--- config.mk ---
export PLATFORM = sky130hd
export DESIGN_NAME = wb_multistrand_stage
export DESIGN_NICKNAME = d
export VERILOG_FILES = /design/src/rtl/wb_multistrand_stage.sv
export SDC_FILE = /design/constraint.sdc
export NUM_CORES = 2
export LEC_CHECK = 0
export ABC_AREA = 0
export CAP_MARGIN = 15
export CORE_AREA = 2 2 690 692
export DETAILED_ROUTE_END_ITERATION = 6
export DIE_AREA = 0 0 692 694
export GPL_ROUTABILITY_DRIVEN = 1
export SYNTH_ARGS = -nofsm -noshare
export SYNTH_HDL_FRONTEND = slang
export SYNTH_SLANG_ARGS = --single-unit
--- constraint.sdc ---
create_clock -name clk -period 5.3 [get_ports clk]
set_clock_uncertainty 0.05 [all_clocks]
set_input_delay 1.06 -clock clk [delete_from_list [all_inputs] [get_ports clk]]
set_output_delay 1.06 -clock clk [all_outputs]
set_load 0.01 [all_outputs]
--- src/rtl/wb_multistrand_stage.sv ---
// Writeback stage: per-strand fill-wait FSM, scalar/vector load formatting and rollback generation.
// Memory ops decode as instr[31:30]=2'b10, instr[29]=load, instr[28:25]=MEM_* type.
// Optional WB_PERF_COUNTERS_EN adds per-strand 64-bit retire counters.
module wb_multistrand_stage #(
    parameter int unsigned NUM_STRANDS = 4,
    parameter int unsigned NUM_LANES   = 16,
    parameter int unsigned LANE_WIDTH  = 32,
    localparam int unsigned SW = (NUM_STRANDS > 1) ? $clog2(NUM_STRANDS) : 1,
    localparam int unsigned LW = (NUM_LANES > 1) ? $clog2(NUM_LANES) : 1,
    localparam int unsigned VW = NUM_LANES * LANE_WIDTH
) (
    input  logic                   clk,
    input  logic                   reset_n,
    input  logic [31:0]            ma_instruction,
    input  logic [31:0]            ma_pc,
    input  logic [SW-1:0]          ma_strand,
    input  logic                   ma_has_writeback,
    input  logic [6:0]             ma_writeback_reg,
    input  logic                   ma_writeback_is_vector,
    input  logic [NUM_LANES-1:0]   ma_mask,
    input  logic [VW-1:0]          ma_result,
    input  logic                   ma_was_load,
    input  logic [LW-1:0]          ma_reg_lane_select,
    input  logic [LW-1:0]          ma_cache_lane_select,
    input  logic                   dcache_hit,
    input  logic                   dcache_load_collision,
    input  logic                   stbuf_rollback,
    input  logic [VW-1:0]          data_from_dcache,
    input  logic [NUM_STRANDS-1:0] resume_strand,
    input  logic [SW-1:0]          perf_strand_sel,
    output logic                   wb_has_writeback,
    output logic                   wb_writeback_is_vector,
    output logic [6:0]             wb_writeback_reg,
    output logic [VW-1:0]          wb_writeback_value,
    output logic [NUM_LANES-1:0]   wb_writeback_mask,
    output logic [SW-1:0]          wb_writeback_strand,
    output logic                   wb_rollback_request,
    output logic [31:0]            wb_rollback_pc,
    output logic [SW-1:0]          wb_rollback_strand,
    output logic                   wb_retry,
    output logic [NUM_STRANDS-1:0] strand_waiting,
    output logic [63:0]            perf_retire_count
);
    localparam logic [0:0] ST_ACTIVE    = 1'b0;
    localparam logic [0:0] ST_WAIT_FILL = 1'b1;

    localparam logic [3:0] MEM_B      = 4'd0;
    localparam logic [3:0] MEM_BX     = 4'd1;
    localparam logic [3:0] MEM_S      = 4'd2;
    localparam logic [3:0] MEM_SX     = 4'd3;
    localparam logic [3:0] MEM_SYNC   = 4'd5;
    localparam logic [3:0] MEM_BLOCK  = 4'd7;
    localparam logic [3:0] MEM_STRIDE = 4'd10;

    function automatic logic [31:0] bswap32(input logic [31:0] w);
        return {w[7:0], w[15:8], w[23:16], w[31:24]};
    endfunction

    logic [NUM_STRANDS-1:0] state_q, state_d;
    logic                   has_wb_q, has_wb_d;
    logic                   is_vec_q;
    logic [6:0]             reg_q;
    logic [NUM_LANES-1:0][LANE_WIDTH-1:0] val_q, val_d;
    logic [NUM_LANES-1:0]   mask_q, mask_d;
    logic [SW-1:0]          wbs_q;

    logic [NUM_LANES-1:0][LANE_WIDTH-1:0] dc_lane, res_lane;
    logic [SW-1:0]   strand_idx;
    logic            live, enter_wait, rb_req_c;
    logic [31:0]     rb_pc_c, cache_word, aligned;
    logic [7:0]      ld_byte;
    logic [15:0]     ld_half;
    logic [3:0]      op;
    logic            is_mem, is_ld, scalar_ld, block_ld, lane_ld, sync_st;

    assign dc_lane  = data_from_dcache;
    assign res_lane = ma_result;

    // Strand select, instruction decode and scalar load alignment
    always_comb begin
        strand_idx = ma_strand;
        if (32'(ma_strand) >= NUM_STRANDS) strand_idx = '0;
        live = 1'b0;
        for (int i = 0; i < NUM_STRANDS; i++)
            if (SW'(i) == strand_idx) live = (state_q[i] == ST_ACTIVE);

        op        = ma_instruction[28:25];
        is_mem    = (ma_instruction[31:30] == 2'b10);
        is_ld     = is_mem && ma_instruction[29];
        scalar_ld = is_ld && (op <= MEM_SYNC);
        block_ld  = is_ld && (op >= MEM_BLOCK) && (op < MEM_STRIDE);
        lane_ld   = is_ld && (op >= MEM_STRIDE);
        sync_st   = is_mem && !ma_instruction[29] && (op == MEM_SYNC);

        cache_word = 32'(dc_lane[ma_cache_lane_select]);
        case (ma_result[1:0])
            2'd0:    ld_byte = cache_word[31:24];
            2'd1:    ld_byte = cache_word[23:16];
            2'd2:    ld_byte = cache_word[15:8];
            default: ld_byte = cache_word[7:0];
        endcase
        ld_half = ma_result[1] ? cache_word[15:0] : cache_word[31:16];
        case (op)
            MEM_B:   aligned = {24'd0, ld_byte};
            MEM_BX:  aligned = {{24{ld_byte[7]}}, ld_byte};
            MEM_S:   aligned = {16'd0, ld_half};
            MEM_SX:  aligned = {{16{ld_half[15]}}, ld_half};
            default: aligned = bswap32(cache_word);
        endcase
    end

    // Rollback priority and per-strand FSM next state
    always_comb begin
        rb_req_c   = 1'b0;
        rb_pc_c    = 32'd0;
        enter_wait = 1'b0;
        if (live) begin
            if (dcache_load_collision) begin
                rb_req_c = 1'b1;
                rb_pc_c  = ma_pc - 32'd4;
            end else if ((ma_was_load && !dcache_hit) || stbuf_rollback) begin
                rb_req_c   = 1'b1;
                rb_pc_c    = ma_pc - 32'd4;
                enter_wait = 1'b1;
            end else if (scalar_ld && ma_has_writeback && !ma_writeback_is_vector
                         && ma_writeback_reg == 7'd31) begin
                rb_req_c = 1'b1;
                rb_pc_c  = aligned;
            end
        end

        state_d = state_q;
        for (int i = 0; i < NUM_STRANDS; i++) begin
            case (state_q[i])
                ST_ACTIVE:    if (enter_wait && SW'(i) == strand_idx) state_d[i] = ST_WAIT_FILL;
                ST_WAIT_FILL: if (resume_strand[i]) state_d[i] = ST_ACTIVE;
                default:      state_d[i] = ST_ACTIVE;
            endcase
        end
    end

    // Writeback data and mask formatting
    always_comb begin
        has_wb_d = ma_has_writeback && live && !rb_req_c;
        val_d    = res_lane;
        mask_d   = ma_mask;
        if (scalar_ld) begin
            for (int l = 0; l < NUM_LANES; l++) val_d[l] = LANE_WIDTH'(aligned);
            mask_d = '1;
        end else if (block_ld) begin
            for (int l = 0; l < NUM_LANES; l++) val_d[l] = LANE_WIDTH'(bswap32(32'(dc_lane[l])));
        end else if (lane_ld) begin
            for (int l = 0; l < NUM_LANES; l++) val_d[l] = LANE_WIDTH'(bswap32(cache_word));
            mask_d = (NUM_LANES'(1) << ma_reg_lane_select) & ma_mask;
        end else if (sync_st) begin
            val_d  = dc_lane;
            mask_d = '1;
        end
    end

    always_ff @(posedge clk or negedge reset_n) begin
        if (!reset_n) begin
            state_q  <= '0;
            has_wb_q <= 1'b0;
            is_vec_q <= 1'b0;
            reg_q    <= '0;
            val_q    <= '0;
            mask_q   <= '0;
            wbs_q    <= '0;
        end else begin
            state_q  <= state_d;
            has_wb_q <= has_wb_d;
            is_vec_q <= ma_writeback_is_vector;
            reg_q    <= ma_writeback_reg;
            val_q    <= val_d;
            mask_q   <= mask_d;
            wbs_q    <= strand_idx;
        end
    end

    assign wb_has_writeback       = has_wb_q;
    assign wb_writeback_is_vector = is_vec_q;
    assign wb_writeback_reg       = reg_q;
    assign wb_writeback_value     = val_q;
    assign wb_writeback_mask      = mask_q;
    assign wb_writeback_strand    = wbs_q;
    assign wb_rollback_request    = rb_req_c;
    assign wb_rollback_pc         = rb_pc_c;
    assign wb_rollback_strand     = ma_strand;
    assign wb_retry               = dcache_load_collision;
    assign strand_waiting         = state_q;

`ifdef WB_PERF_COUNTERS_EN
    logic [63:0]   cnt_q [NUM_STRANDS];
    logic [63:0]   cnt_d [NUM_STRANDS];
    logic [63:0]   perf_val;
    logic [SW-1:0] perf_idx;
    logic          retire;

    // Retire counting and read-select mux
    always_comb begin
        retire   = live && (ma_instruction != 32'd0) && !rb_req_c;
        perf_idx = (32'(perf_strand_sel) >= NUM_STRANDS) ? '0 : perf_strand_sel;
        perf_val = 64'd0;
        for (int i = 0; i < NUM_STRANDS; i++) begin
            cnt_d[i] = cnt_q[i];
            if (retire && SW'(i) == strand_idx) cnt_d[i] = cnt_q[i] + 64'd1;
            if (SW'(i) == perf_idx) perf_val = cnt_q[i];
        end
    end

    always_ff @(posedge clk or negedge reset_n) begin
        if (!reset_n) begin
            for (int i = 0; i < NUM_STRANDS; i++) cnt_q[i] <= 64'd0;
        end else begin
            for (int i = 0; i < NUM_STRANDS; i++) cnt_q[i] <= cnt_d[i];
        end
    end

    assign perf_retire_count = perf_val;
`else
    logic unused_inputs;
    assign unused_inputs     = ^{ma_instruction[24:0], perf_strand_sel};
    assign perf_retire_count = 64'd0;
`endif
endmodule

# [After elaboration in Yosys (flattened, before gate mapping)]
# Cells that the tools add are included.
[word_totals] register_bits=543 latch_bits=0 mem_bits_rw=0 mem_bits_ro=0 input_bits=1135 output_inout_bits=643 wordCells=110 mem_count=0
[op_classes] addsub=1 n_mul=0 div_mod_pow=0 n_lt_le_gt_ge=5 n_eq_ne=11 shifts=1 muxes=40 bitwise_logic=5 n_reduce_logical=25
[op_table] operator="$mux 512" count=4
[op_table] operator="$mux 32" count=5
[op_table] operator="$bmux 32 s4" count=1
[op_table] operator="$pmux 32 s4" count=1
[op_table] operator="$mux 16" count=5
[op_table] operator="$sub 32x3->32 const B" count=1
[op_table] operator="$pmux 8 s3" count=1
[op_table] operator="$mux 1" count=19
[op_table] operator="$logic_and 1x1->1" count=17
[op_table] operator="$and 16x16->16" count=1
[op_table] operator="$shl 1x4->16 const A" count=1
[op_table] operator="$eq 4x2->1 const B" count=2
[op_table] operator="$pmux 1 s2" count=4
[op_table] operator="$eq 7x5->1 const B" count=1
[op_table] operator="$lt 4x5->1 const B" count=1
[op_table] operator="$eq 2x2->1 const A" count=2
[op_table] operator="$eq 2x2->1 const B" count=2
[op_table] operator="$eq 4x1->1 const B" count=1
[op_table] operator="$eq 4x3->1 const B" count=1
[op_table] operator="$ge 4x3->1 const B" count=1
[op_table] operator="$ge 4x4->1 const B" count=1
[op_table] operator="$le 4x3->1 const B" count=1
[op_table] operator="$logic_not 1->1" count=4
[op_table] operator="$logic_not 2->1" count=2
[op_table] operator="other kinds (6)" count=9

# [Depth between registers and ports, before layout]
[logic_depth] word_depth=12 ltp_mapped=14 mapped_depth_nobuf=9

# [Worst setup path before layout]
# Ideal clock, no wire load.
[synth_timing] path_type="input to output" from="in ma_pc[22]" to="out wb_rollback_pc[29]" arrival_ns=3.294 path_slack_ns=0.896 path_stages=7 n_path_buf=0 cell_sequence="or4_4 > or4_4 > or4_4 > or4_4 > o211ai_2 > nor3_2 > nor2_1"
[synth_between] elab_chain_len=4
[synth_rtl] item="start, declared" line="15" text="input logic [31:0] ma_pc,"
[synth_rtl] item="$sub 32x3->32 *" line="120, 123"
[synth_rtl] item="$mux 32" line="121" text="end else if ((ma_was_load && !dcache_hit) || stbuf_rollback) begin"
[synth_rtl] item="$mux 32 *" line="118" text="if (dcache_load_collision) begin"
[synth_rtl] item="$mux 32 *" line="117" text="if (live) begin"
[synth_rtl] item="end, declared" line="38" text="output logic [31:0] wb_rollback_pc,"
# Mark *: on every way between the ends. The rest lies on a longest branch, timed or not.

# [Worst setup path in the final report]
# Same ends and word-level chain as after synthesis.

==> impl_metrics.yaml <==
power_and_ir_drop:
  peakVddDrop_uv: 255
  switching_power_mw: 6.74
  power_density_mw_per_mm2: 251
  p_leak_nw: 26.5
  switching_share_pct: 39.7
  pwr-share-comb_pct: 37.4
  p_seq_share_pct: 27.5
  internal_power_mw: 10.3
  clkPwrFrac_pct: 35.1
clock_tree:
  cts_buffers: 85
  cts_root_buf: "clkbuf_16"
  cts.path.max_buffers: 4
  clkSinkCount: 543
  cts_max_level: 3
  cts_tree: "built"
  cts_hold_buffers: 0
  clk_pin_slew_ns: 0.06
  insertion_delay_ns: 0.81
synth:
  synth.distinct_cells: 87
  synth_commonest_cells: "nand2_1 (1,296), dfrtp_1 (543), nand3_1 (454), o221ai_1 (448), clkbuf_1 (316)"
  synth_most_common_cell: "nand2_1"
  synth_area_leaders: "dfrtp_1 (37%), nand2_1 (13%), o221ai_1 (11%), mux4_2 (6.6%), nand3_1 (6.2%)"
  ys.flop_type: "dfrtp_1"
  ys_ff_latch: 543
  synth.avg_cell_area_um2: 8.45
  ys_async_sr_fraction_pct: 100
  synth_cells: 4353
  yosys.area.top_type_share_pct: 37.0
  synth_area_leader_cell: "dfrtp_1"
  yosys_warnings: 0
  ys_seq_area_share_pct: 37.0
  syn_area_mm2: 0.0368
  synth-edff-count: 0
timing:
  setup_violations: 0
  slew_violations: 0
  max_slew_margin_pct: 14.7
  finalCritPeriodShare_pct: 99.1
  finalHoldViolations: 0
  fmax_mhz: 190
  post-route-min-period_ns: 5.25
  rsz0062_at_grt: "true"
  worst_slew_pin_slew_ns: 1.27
placed_design:
  io_buffer_count: 1686
  placed_area_mm2: 0.0646
  dpl.cell_count: 12400
  globalplace.congestion: 0.958
  hpwl_um: 476000
setup_path:
  worstSetupStartpointType: "input pin"
  end_kind: "output port"
  cpPeakStageDelay_ns: 0.63
  reg2reg_slack_ns: 3.35
  critPathArrivalTime_ns: 4.14
  r2r_start: "strand_waiting[3]"
  required_ns: 4.19
  r2r-end: "strand_waiting[0]"
  cp_slowest_cell: "or4_4"
  path_class: "input pin to output port"
  critical_path_buf_inv_count: 3
  cp_max_fo: 4
  cp_top_family: "simple AND/OR/NAND/NOR gates"
  worst_r2r_path_depth: 4
  cp_cell_sequence: "clkdlybuf4s50_1 > or4_4 > or4_4 > or4_4 > or4_4 > o211ai_2 > nor3_2 > nor2_4 > buf_4 > buf_12"
  cp_common_cell: "or4_4"
global_route:
  grt_start_max_net_pins: 112
  grt-ovfl-total: 0
  antenna_found_initial: 300
  grt_pass1_vias: 46400
  grt_util_all_layers_pct: 21.9
  grt_pass1_wl_um: 653000
floorplan:
  core-area_mm2: 0.473
  pin_count: 1778
  fp-row-count: 253
  die_w_um: 692
  die_y_um: 694
  dieArea_mm2: 0.480
  start_util_pct: 7.77
cells_and_area:
  nFillCells: 53800
  fin_util_pct: 14.3
  nets: 7332
  area_growth_pct: 83.9
  layout-drive-gt1-share_pct: 15.8
  final_area_mm2: 0.0676
  fin_cells: 12600
  largest_reg_flops: 512
worst_hold_path:
  min_path_type: "input pin to async pin"
route:
  vias: 48900
  wl_per_cell_um: 43.7
  drc_errors: 3
  ant_nets: 0
  initialDrtViolationCount: 5916
  firstDrtPassIters: 7
  viasPerCell: 3.89
  routed_wl_um: 549000
job:
  maxCapViolations: 0
run_status:
  violations: "DRC"
  outcome: "complete, but fails checks"
==> layout make-up <==
cell class                      count  area (um2)  area share [%]
Antenna cell                       74         185           0.274
Clock buffer                      112        2390            3.53
Clock inverter                     33         318           0.470
Inverter                           13        48.8          0.0722
Multi-Input combinational cell   3351       21200            31.3
Sequential cell                   543       13600            20.1
Tap cell                         6247        7820            11.6
Timing Repair Buffer             2202       22100            32.7
==> cell usage in the layout (no fill, tap or decap), types with 13 or more instances in the layout <==
| cell type | instances |
|---|---|
| nand2_1 | 1292 |
| clkbuf_16 | 85 |
| a21oi_1 | 31 |
| o21ai_2 | 16 |
| conb_1 | 64 |
| o31ai_4 | 13 |
| buf_4 | 438 |
| mux2_2 | 27 |
| xor2_1 | 13 |
| nor3_1 | 19 |
| clkdlybuf4s50_1 | 1639 |
| a22oi_1 | 26 |
| nand2b_4 | 20 |
| dfrtp_1 | 543 |
| a21oi_2 | 22 |
| nand4_1 | 67 |
| nor2_1 | 73 |
| nand3_1 | 453 |
| o22ai_1 | 14 |
| o21ai_0 | 224 |
| mux4_2 | 108 |
| clkbuf_8 | 17 |
| a21oi_4 | 13 |
| o221ai_1 | 448 |
| mux2i_1 | 52 |
| buf_12 | 116 |
| diode_2 | 74 |
| nand2b_1 | 148 |
==> stage by stage <==
| step | power [mW] | TNS (ns) | hold WS (ns) | setup WS, ns |
|---|---|---|---|---|
| after floorplan | 6.27 | 0 | 0.496 | 0.896 |
| after global placement | 11.1 | -1.30 | 0.512 | -0.205 |
| after detailed placement | 11.1 | -1.19 | 0.504 | -0.203 |
| after CTS | 17.2 | 0 | 0.189 | 0.00203 |
| after global routing | 17.6 | -0.0512 | 0.133 | -0.0304 |
| final | 17.0 | 0 | 0.125 | 0.0496 |
==> per-layer routing <==
layer	up-vias	share of wire, %	global-route usage, %	routed length (um)
met2	3688	42	32.7	232000
met4	138	3.9	7.16	21400
met1	24800	39	25.8	214000
li1	19500	-	-	-
met5	-	0.17	0	912
met3	802	15	13.2	81100
==> how the worst max path moves through the flow <==
stage                                       start            endpoint  slack (ns)  cells past startpoint
final                                   ma_pc[22]  wb_rollback_pc[29]        0.05                     10
after global routing                    ma_pc[22]  wb_rollback_pc[31]       -0.03                      9
after CTS                 ma_cache_lane_select[0]  wb_rollback_pc[12]       0.002                     12
after detailed placement  ma_cache_lane_select[0]  wb_rollback_pc[31]       -0.20                     13
after global placement    ma_cache_lane_select[0]  wb_rollback_pc[31]       -0.20                     13
after floorplan                         ma_pc[22]  wb_rollback_pc[29]        0.90                      7
==> cells by family after synthesis <==
logic type      Yosys count  synth area share (%)
compound gates          919                  19.7
xor+xnor                 25                 0.595
fa+ha+maj                 1                0.0340
buf+inv                 522                  7.24
flops                   543                  37.0
mux                     196                  9.33
other cells               1                0.0102
simple gates           2146                  26.1
==> timing repair <==
item                                   CTS  global route
endpoints found under the hold margin    0             0
setup endpoints to repair               14             7
buffers inserted                         3             0
gates resized for setup                 13            11
pin swaps                                4             4
==> power by group through the flow <==
stage	Clock (mW)	Combinational, mW	Sequential [mW]
6_report	5.97	6.36	4.68
5_1_grt	6.25	6.59	4.71
4_1_cts	6.17	6.38	4.68
3_5_place_dp	0	6.35	4.75
3_3_place_gp	0	6.38	4.75
2_1_floorplan	0	1.36	4.92
Note: power is estimated with default switching activity, not from simulation.
